--- config.mk ---
export PLATFORM = sky130hd
export DESIGN_NAME = branch_predictor
export DESIGN_NICKNAME = d
export VERILOG_FILES = /design/src/rtl/branch_predictor.sv
export SDC_FILE = /design/constraint.sdc
export NUM_CORES = 1
export LEC_CHECK = 0
export ABC_AREA = 1
export BUFFER_PORTS_ARGS = -buffer_cell sky130_fd_sc_hd__buf_2
export CAP_MARGIN = 10
export CORE_MARGIN = 5
export CORE_UTILIZATION = 35
export CTS_CLUSTER_SIZE = 30
export DETAILED_ROUTE_END_ITERATION = 12
export GPL_ROUTABILITY_DRIVEN = 0
export PLACE_DENSITY = 0.51
export SLEW_MARGIN = 15
export SYNTH_ARGS = -nofsm -noshare
export SYNTH_HDL_FRONTEND = slang
export SYNTH_SLANG_ARGS = --single-unit
--- constraint.sdc ---
create_clock -name CLK -period 2.45 [get_ports CLK]
set_input_delay 0.245 -clock CLK [delete_from_list [all_inputs] [get_ports CLK]]
set_output_delay 0.245 -clock CLK [all_outputs]
set_load 0.01 [all_outputs]
--- src/rtl/branch_predictor.sv ---
// Dynamic branch predictor: saturating-counter pattern table (bimodal or
// gshare indexed) plus a tagged branch target buffer. Lookup is purely
// combinational from registered state; training comes from ID resolution.
module branch_predictor #(
    parameter int ENTRIES  = 16,
    parameter int CTR_BITS = 2,
    parameter int TAG_BITS = 8,
    parameter int HIST_EN  = 1,
    parameter int GHR_BITS = 4
) (
    input  logic                CLK,
    input  logic                RST,
    // fetch-side lookup
    input  logic [31:0]         pc,
    output logic                pred_taken,
    output logic                pred_hit,
    output logic [31:0]         pred_target,
    output logic [GHR_BITS-1:0] pred_ghr,
    // ID-side training
    input  logic                upd_valid,
    input  logic [31:0]         upd_pc,
    input  logic [GHR_BITS-1:0] upd_ghr,
    input  logic                upd_pred_taken,
    input  logic                upd_taken,
    input  logic [31:0]         upd_target,
    input  logic                btb_inv,
    // statistics
    input  logic                stat_clr,
    output logic [31:0]         stat_branches,
    output logic [31:0]         stat_mispredicts
);

    localparam int IDX = $clog2(ENTRIES);
    localparam logic [CTR_BITS-1:0] CTR_MAX  = '1;
    localparam logic [CTR_BITS-1:0] CTR_INIT = CTR_MAX >> 1;

    typedef struct packed {
        logic [TAG_BITS-1:0] tag;
        logic [31:0]         target;
    } btb_ent_t;

    // state
    logic [ENTRIES-1:0][CTR_BITS-1:0] pht_q, pht_d;
    logic [ENTRIES-1:0]               btb_vld_q, btb_vld_d;
    btb_ent_t                         btb_q [ENTRIES];
    logic [GHR_BITS-1:0]              ghr_q, ghr_d;
    logic [31:0]                      stat_br_q, stat_br_d;
    logic [31:0]                      stat_mp_q, stat_mp_d;

    // index/tag extraction
    logic [IDX-1:0]      lk_bidx, lk_pidx, up_bidx, up_pidx;
    logic [IDX-1:0]      ghr_ext, upd_ghr_ext;
    logic [TAG_BITS-1:0] lk_tag, up_tag;
    logic [CTR_BITS-1:0] lk_ctr, up_ctr;
    logic                mispredict;
    btb_ent_t            lk_ent, up_ent;

    assign lk_bidx = pc[IDX+1:2];
    assign up_bidx = upd_pc[IDX+1:2];
    assign lk_tag  = pc[IDX+2+TAG_BITS-1:IDX+2];
    assign up_tag  = upd_pc[IDX+2+TAG_BITS-1:IDX+2];

    // zero-extend the histories to index width (GHR_BITS may equal IDX)
    always_comb begin
        ghr_ext                      = '0;
        upd_ghr_ext                  = '0;
        ghr_ext[GHR_BITS-1:0]        = ghr_q;
        upd_ghr_ext[GHR_BITS-1:0]    = upd_ghr;
    end

    assign lk_pidx = (HIST_EN != 0) ? (lk_bidx ^ ghr_ext)     : lk_bidx;
    assign up_pidx = (HIST_EN != 0) ? (up_bidx ^ upd_ghr_ext) : up_bidx;

    // lookup path: no bypass, reads only registered state
    assign lk_ctr      = pht_q[lk_pidx];
    assign lk_ent      = btb_q[lk_bidx];
    assign pred_hit    = btb_vld_q[lk_bidx] && (lk_ent.tag == lk_tag);
    assign pred_taken  = pred_hit && lk_ctr[CTR_BITS-1];
    assign pred_target = pred_taken ? lk_ent.target : (pc + 32'd4);
    assign pred_ghr    = (HIST_EN != 0) ? ghr_q : '0;

    // mispredict uses the BTB target as it stands before this cycle's write
    assign up_ctr     = pht_q[up_pidx];
    assign up_ent     = btb_q[up_bidx];
    assign mispredict = (upd_pred_taken != upd_taken) ||
                        (upd_taken && (up_ent.target != upd_target));

    // next-state for counters, valid bits, history and statistics
    always_comb begin
        pht_d     = pht_q;
        btb_vld_d = btb_vld_q;
        ghr_d     = ghr_q;
        stat_br_d = stat_br_q;
        stat_mp_d = stat_mp_q;
        if (upd_valid) begin
            if (upd_taken) begin
                if (up_ctr != CTR_MAX) pht_d[up_pidx] = up_ctr + CTR_BITS'(1);
                btb_vld_d[up_bidx] = 1'b1;
            end else if (up_ctr != '0) begin
                pht_d[up_pidx] = up_ctr - CTR_BITS'(1);
            end
            if (GHR_BITS == 1) ghr_d = GHR_BITS'(upd_taken);
            else               ghr_d = GHR_BITS'({ghr_q, upd_taken});
            if (stat_br_q != '1)               stat_br_d = stat_br_q + 32'd1;
            if (mispredict && stat_mp_q != '1) stat_mp_d = stat_mp_q + 32'd1;
        end
        // invalidate beats a same-cycle fill
        if (btb_inv) btb_vld_d = '0;
        if (stat_clr) begin
            stat_br_d = '0;
            stat_mp_d = '0;
        end
    end

    // resettable state register
    always_ff @(posedge CLK or negedge RST) begin
        if (!RST) begin
            pht_q     <= {ENTRIES{CTR_INIT}};
            btb_vld_q <= '0;
            ghr_q     <= '0;
            stat_br_q <= '0;
            stat_mp_q <= '0;
        end else begin
            pht_q     <= pht_d;
            btb_vld_q <= btb_vld_d;
            ghr_q     <= ghr_d;
            stat_br_q <= stat_br_d;
            stat_mp_q <= stat_mp_d;
        end
    end

    // BTB tag/target payload, written on taken resolution; not reset
    always_ff @(posedge CLK) begin
        if (upd_valid && upd_taken) begin
            btb_q[up_bidx] <= '{tag: up_tag, target: upd_target};
        end
    end

    assign stat_branches    = stat_br_q;
    assign stat_mispredicts = stat_mp_q;

endmodule

==> results of run 1 <==
-- path summary, 6_finish.rpt --
path	cells past startpoint	to	slack, ns
max	14	pred_target[14]	-0.61
min	2	btb_q[12][24]	0.04
max reg2reg	13	stat_mispredicts[17]	-0.01
min reg2reg	2	flop	0.49
max in group asynchronous	3	stat_mispredicts[10]	1.55
min in group asynchronous	2	pred_ghr[1]	0.12
-- report_power, final --
part | internal (mW) | leakage [nW] | switching [mW]
combinational | 1.63 | 11.0 | 2.73
clock | 7.36 | 1.37 | 5.57
sequential | 14.4 | 7.30 | 0.260
-- per-layer routing --
metal	part of all wire	routed length, µm	up-vias
met3	0.060	8280	209
met5	0.00013	18	-
met1	0.44	59600	16066
met4	0.030	4140	2
met2	0.47	65000	1118
li1	-	-	15835
-- per-stage QoR --
stage	setup slack (ns)	hold WS, ns	power, mW	utilization	TNS (ns)
after global routing	-0.792	0.0299	33.2	0.443	-30.64
after detailed placement	-0.517	0.274	19.1	0.407	-39.25
after CTS	-0.606	0.00848	32.1	0.437	-18.63
after global placement	-0.458	0.273	19.1	0.407	-35.42
after floorplan	-0.649	-0.0506	17.0	-	-249.96
final	-0.615	0.0393	32.0	0.443	-19.06
-- synth_stat cells (all sizes together) (16+ instances only) --
library cell and instances:
nand4 95, nor3 63, o211ai 27, buf 144, nand3 167, xor2 40
clkbuf 108, dfrtp 100, edfxtp 640, nand2 1345, o21ai 558, o221ai 34
a21oi 165, xnor2 30, inv 285, nor2 406, dfstp 16, o22ai 56
a22oi 27
-- cells by family after synthesis --
family | after synthesis | share of synthesized area
AND/OR/NAND/NOR | 2090 | 0.220
flip-flops | 756 | 0.576
adder cells (fa/ha/maj) | 5 | 0.00163
XOR/XNOR | 70 | 0.0160
AO/OA/AOI/OAI | 894 | 0.127
buffers and inverters | 542 | 0.0589
-- state kept, by name (all words and copies together) (netlist names), named ones only --
name and flops:
btb_vld_q 16, stat_branches 32, pht_q 16, stat_mispredicts 32
pred_ghr 4, btb_q 640
-- final cells by class --
type,count,area (µm²),share of cell area
clock buffer,108,2300,0.0477
multi-input combinational,3059,14700,0.305
clock inverter,46,519,0.0108
inverter,290,1100,0.0229
sequential,756,22100,0.459
timing repair buffer,620,5710,0.118
tap,1414,1770,0.0366
antenna,3,7.51,0.000155
-- repair_timing --
item                                    CTS  global route
endpoints found under the setup margin   66            79
buffers inserted                          2             7
cloned                                    2             4
endpoints found under the hold margin   418             0
hold buffers                             36             0
gates resized for setup                  30           139
pin swaps                                 7            68
-- critical path, stage by stage (launching register included) --
cell and delay [ns]:
edfxtp_1 0.35, nor2_1 0.09, nor2_1 0.04, o21ai_1 0.07, o211ai_1 0.10, nand3_1 0.13
nand3_2 0.14, xor2_1 0.18, nor2_1 0.12, nand2_2 0.10, nor2_4 0.20, buf_6 0.19
nand4_1 0.18, nand2_1 0.12, buf_2 0.13
==> run_results.csv, run 1 <==
group,metric,value,unit
status,status,"complete, but fails checks",
status,violations,"setup timing",
sta,slew_violations,0,
global_route,busiest_layer,"met2",
cells_and_area,final_cell_mix,"nand2_1 (1,301), edfxtp_1 (640), o21ai_0 (516)",
cells_and_area,drive_gt1_frac,0.183,
pwr,max-vdd-ir-drop,0.670,mV
cells_and_area,synthToLayoutAreaGrowth,25.7,%
synthesis,synth-seq-cells,756,
global_route,use_met1,0.309,
cells_and_area,layout_commonest_cell,"nand2_1",
synthesis,synth_nets,4469,
cells_and_area,fin_cells,6296,
sta,fin_crit_sh,1.25,
synthesis,ys_seq_area_frac,0.576,
floorplanning,dieArea,117000,µm²
cells_and_area,nNetsFinal,4925,
sta,finalCriticalPeriod,3.06,ns
cts,cts_sinks,756,
detailed_routing,avgViaCountPerCell,5.28,
sta,max_slew.worst_pin.slew,1.02,ns
sta,fin_skew,0.0535,ns
global_route,grt_max_degree,80,
global_route,overflow,0,
global_route,met3_usage,0.0288,
synthesis,synthArstFlopShare,0.153,
cts,clockBufferDepth,3,
pwr,p_per_area,662,nW/µm²
synthesis,synth.top_cell.area_share,0.500,
cts,root_buffer,"clkbuf_16",
setup_path,cp.required,2.20,ns
synthesis,ys_warn_count,0,
global_route,grt_usage,0.227,
placed_design,place_hpwl,90.1,mm
synthesis,synth_top_cell_by_area,"edfxtp_1",
hold_path,min_path_type,"in2reg",
sta,setup_viol,43,
global_route,use_met2,0.383,
cts,cts_tree,"yes",
synthesis,syn_area,38400,µm²
detailed_routing,drc,0,
cts,numCtsBuffers,86,
synthesis,synthTopCellsByArea,"edfxtp_1 (50%), nand2_1 (13%), o21ai_0 (6.9%), dfrtp_1 (6.5%), nor2_1 (3.9%)",
sta,grt_setup_unrepaired,"yes",
detailed_routing,postRouteAntennaNets,0,
floorplanning,io_pins,209,
setup_path,r2r_start,"stat_mispredicts[6]",
sta,max_freq,326,MHz
global_route,grt_pass1_vias,31408,
global_route,grt_pass1_wl,202,mm
placed_design,dpl_cell_area,44300,µm²
detailed_routing,drtIter0Drc,3029,
sta,max-slew-margin-rel,0.323,
setup_path,worst-path-max-fanout,15,
synthesis,yosysUniqueCellTypes,45,
synthesis,synth_edf_count,640,
cts,h-tree-depth,3,
cts,clk_latency,0.69,ns
cts,clk_pin_slew_worst_paths,0.06,ns
floorplanning,row_count,121,
detailed_routing,first_pass_iters,6,
synthesis,dominantRegCellSynth,"edfxtp_1",
detailed_routing,vias,33230,
synthesis,postSynthAreaPerCell,8.82,µm²
cells_and_area,fillers,10540,
global_route,antenna_found_initial,4,
sta,timing.final.ws_setup,-0.615,ns
floorplanning,core-area,109000,µm²
synthesis,synthCells,4357,
setup_path,crit_path_end_kind,"output port",
setup_path,crit_type,"reg2out",
flow_run,drv_cap,0,
detailed_routing,post_drt_wl_per_cell,21.8,µm
floorplanning,die_w,341,µm
pwr,power_leakage,19.7,nW
setup_path,cp-start-kind,"flop",
placed_design,port_buffers,188,
sta,hold_violations,0,
detailed_routing,routed_wl,137,mm
hold_path,min-delay-start,"upd_target[24]",
setup_path,cp_data_arrival_time,2.82,ns
floorplanning,initial_core_util,0.353,
floorplanning,die_h,341,µm
cells_and_area,design_area,48300,µm²
setup_path,cp-startpoint,"btb_q[0][32]",
placed_design,dp_cells,6088,
(Power assumes the default switching activity.)
==> run 2: changes to the inputs <==
SETUP_SLACK_MARGIN = 0.1   (was unset)
==> run_results.csv, run 2 (same netlist as run 1, synthesis figures left out) <==
group,metric,value,unit
sta,max_freq,326,MHz
setup_path,path_cells,"nor2_1 -> nor2_1 -> o21ai_1 -> o21ai_1 -> nand2_1 -> nand2_1 -> inv_1 -> nand2_2 -> xor2_1 -> nor2_1 -> nand3_2 -> nor2_4 -> buf_6 -> buf_12 -> nand4_1 -> nand2_1 -> buf_2",
global_route,grt_pass1_wl,206,mm
cts,clockBufferDepth,3,
cts,clk_pin_slew_worst_paths,0.06,ns
setup_path,crit_path_end_kind,"output port",
floorplanning,die_w,341,µm
sta,grt_setup_unrepaired,"yes",
detailed_routing,routed_wl,139,mm
setup_path,crit_buf_inv,4,
floorplanning,die_h,341,µm
setup_path,cp_data_arrival_time,2.82,ns
pwr,max-vdd-ir-drop,0.501,mV
floorplanning,initial_core_util,0.353,
flow_run,drv_cap,0,
cells_and_area,layout_commonest_cell,"nand2_1",
cells_and_area,drive_gt1_frac,0.183,
status,violations,"setup timing",
detailed_routing,drtIter0Drc,3369,
cells_and_area,final_cell_mix,"nand2_1 (1,323), edfxtp_1 (640), o21ai_0 (512)",
setup_path,critPathSlowestCell,"edfxtp_1",
cts,numCtsBuffers,87,
global_route,overflow,0,
detailed_routing,vias,33373,
detailed_routing,postRouteAntennaNets,0,
pwr,p_per_area,666,nW/µm²
sta,slew_violations,0,
cells_and_area,largest_register_ffs,640,
cts,cts_sinks,756,
sta,max-slew-margin-rel,0.284,
setup_path,crit_type,"reg2out",
floorplanning,io_pins,209,
detailed_routing,avgViaCountPerCell,5.27,
sta,fin_crit_sh,1.25,
sta,hold_ws,0.0306,ns
sta,setup_viol,66,
placed_design,port_buffers,188,
global_route,antenna_found_initial,2,
cts,root_buffer,"clkbuf_16",
detailed_routing,post_drt_wl_per_cell,21.9,µm
floorplanning,dieArea,117000,µm²
placed_design,place_hpwl,90.6,mm
sta,max_slew.worst_pin.slew,1.07,ns
setup_path,reg2reg_setup_slack,-0.12,ns
cells_and_area,regMostFlops,"btb_q",
cells_and_area,nNetsFinal,4956,
setup_path,cp_top_family,"simple AND/OR/NAND/NOR gates",
cts,h-tree-depth,3,
sta,timing.final.ws_setup,-0.617,ns
cells_and_area,fillers,10542,
floorplanning,row_count,121,
detailed_routing,drc,0,
global_route,grt_usage,0.232,
global_route,grt_pass1_vias,31881,
status,status,"complete, but fails checks",
setup_path,cp-start-kind,"flop",
cells_and_area,synthToLayoutAreaGrowth,26.3,%
pwr,p_total,32.3,mW
hold_path,min_path_type,"in2reg",
pwr,power_leakage,19.9,nW
sta,fin_skew,0.0219,ns
cts,clk_latency,0.68,ns
setup_path,cp.required,2.20,ns
cts,cts_tree,"yes",
sta,finalCriticalPeriod,3.07,ns
detailed_routing,first_pass_iters,6,
global_route,grt_max_degree,75,
setup_path,cp_slowest_stage_delay,0.36,ns
sta,hold_violations,0,
setup_path,worst-path-max-fanout,9,
floorplanning,core-area,109000,µm²
[run 2: per-stage QoR]
| step | cells | area [µm²] | setup TNS (ns) | util | worst slack [ns] |
|---|---|---|---|---|---|
| global route | 6328 | 48500 | -35.78 | 0.445 | -0.801 |
| floorplan | 4357 | 38600 | -8.67 | - | -0.104 |
| finish | 6330 | 48500 | -22.48 | 0.445 | -0.617 |
| detailed placement | 6113 | 44400 | -41.61 | 0.408 | -0.693 |
| global placement | 6113 | 44400 | -38.59 | 0.408 | -0.626 |
| CTS | 6323 | 48200 | -21.91 | 0.442 | -0.628 |
[run 2: area by class of cell]
type / count / area (µm²) / area share
Antenna cell: 2 / 5.00 / 0.000103
Clock buffer: 116 / 2360 / 0.0486
Clock inverter: 43 / 497 / 0.0102
Inverter: 290 / 1110 / 0.0229
Multi-Input combinational cell: 3059 / 14700 / 0.302
Sequential cell: 756 / 22100 / 0.456
Tap cell: 1414 / 1770 / 0.0365
Timing Repair Buffer: 649 / 5990 / 0.123
Timing Repair inverter: 1 / 3.75 / 0.0000774
[run 2: worst paths after layout]
check                      cells past startpoint                   to      startpoint
hold / removal                                 2        btb_q[14][16]  upd_target[16]
max in group asynchronous                      3    stat_branches[22]             RST
setup / recovery                              17      pred_target[23]   btb_q[12][38]
setup reg to reg                              21  stat_mispredicts[3]    btb_q[7][10]
hold reg to reg                                2                 flop            flop
min in group asynchronous                      2          pred_ghr[3]             RST
[run 2: metal layers]
metal,routed length (µm),track usage,share of wire
met5,13,0,0.000094
met4,4250,0.0670,0.031
met3,8480,0.0285,0.061
met2,65700,0.391,0.47
met1,60100,0.315,0.43
[run 2: timing repair]
action,CTS,global route
gates resized for setup,70,66
setup buffers,9,3
gates cloned,10,2
setup endpoints to repair,66,107
pin swaps,36,42
hold buffers,32,0
hold endpoints to repair,444,0
[run 2: power by group]
| part | internal, mW | switching, mW | total (mW) |
|---|---|---|---|
| clock | 7.74 | 5.51 | 13.2 |
| sequential | 14.4 | 0.252 | 14.7 |
| combinational | 1.64 | 2.74 | 4.38 |
| total | 23.8 | 8.50 | 32.3 |
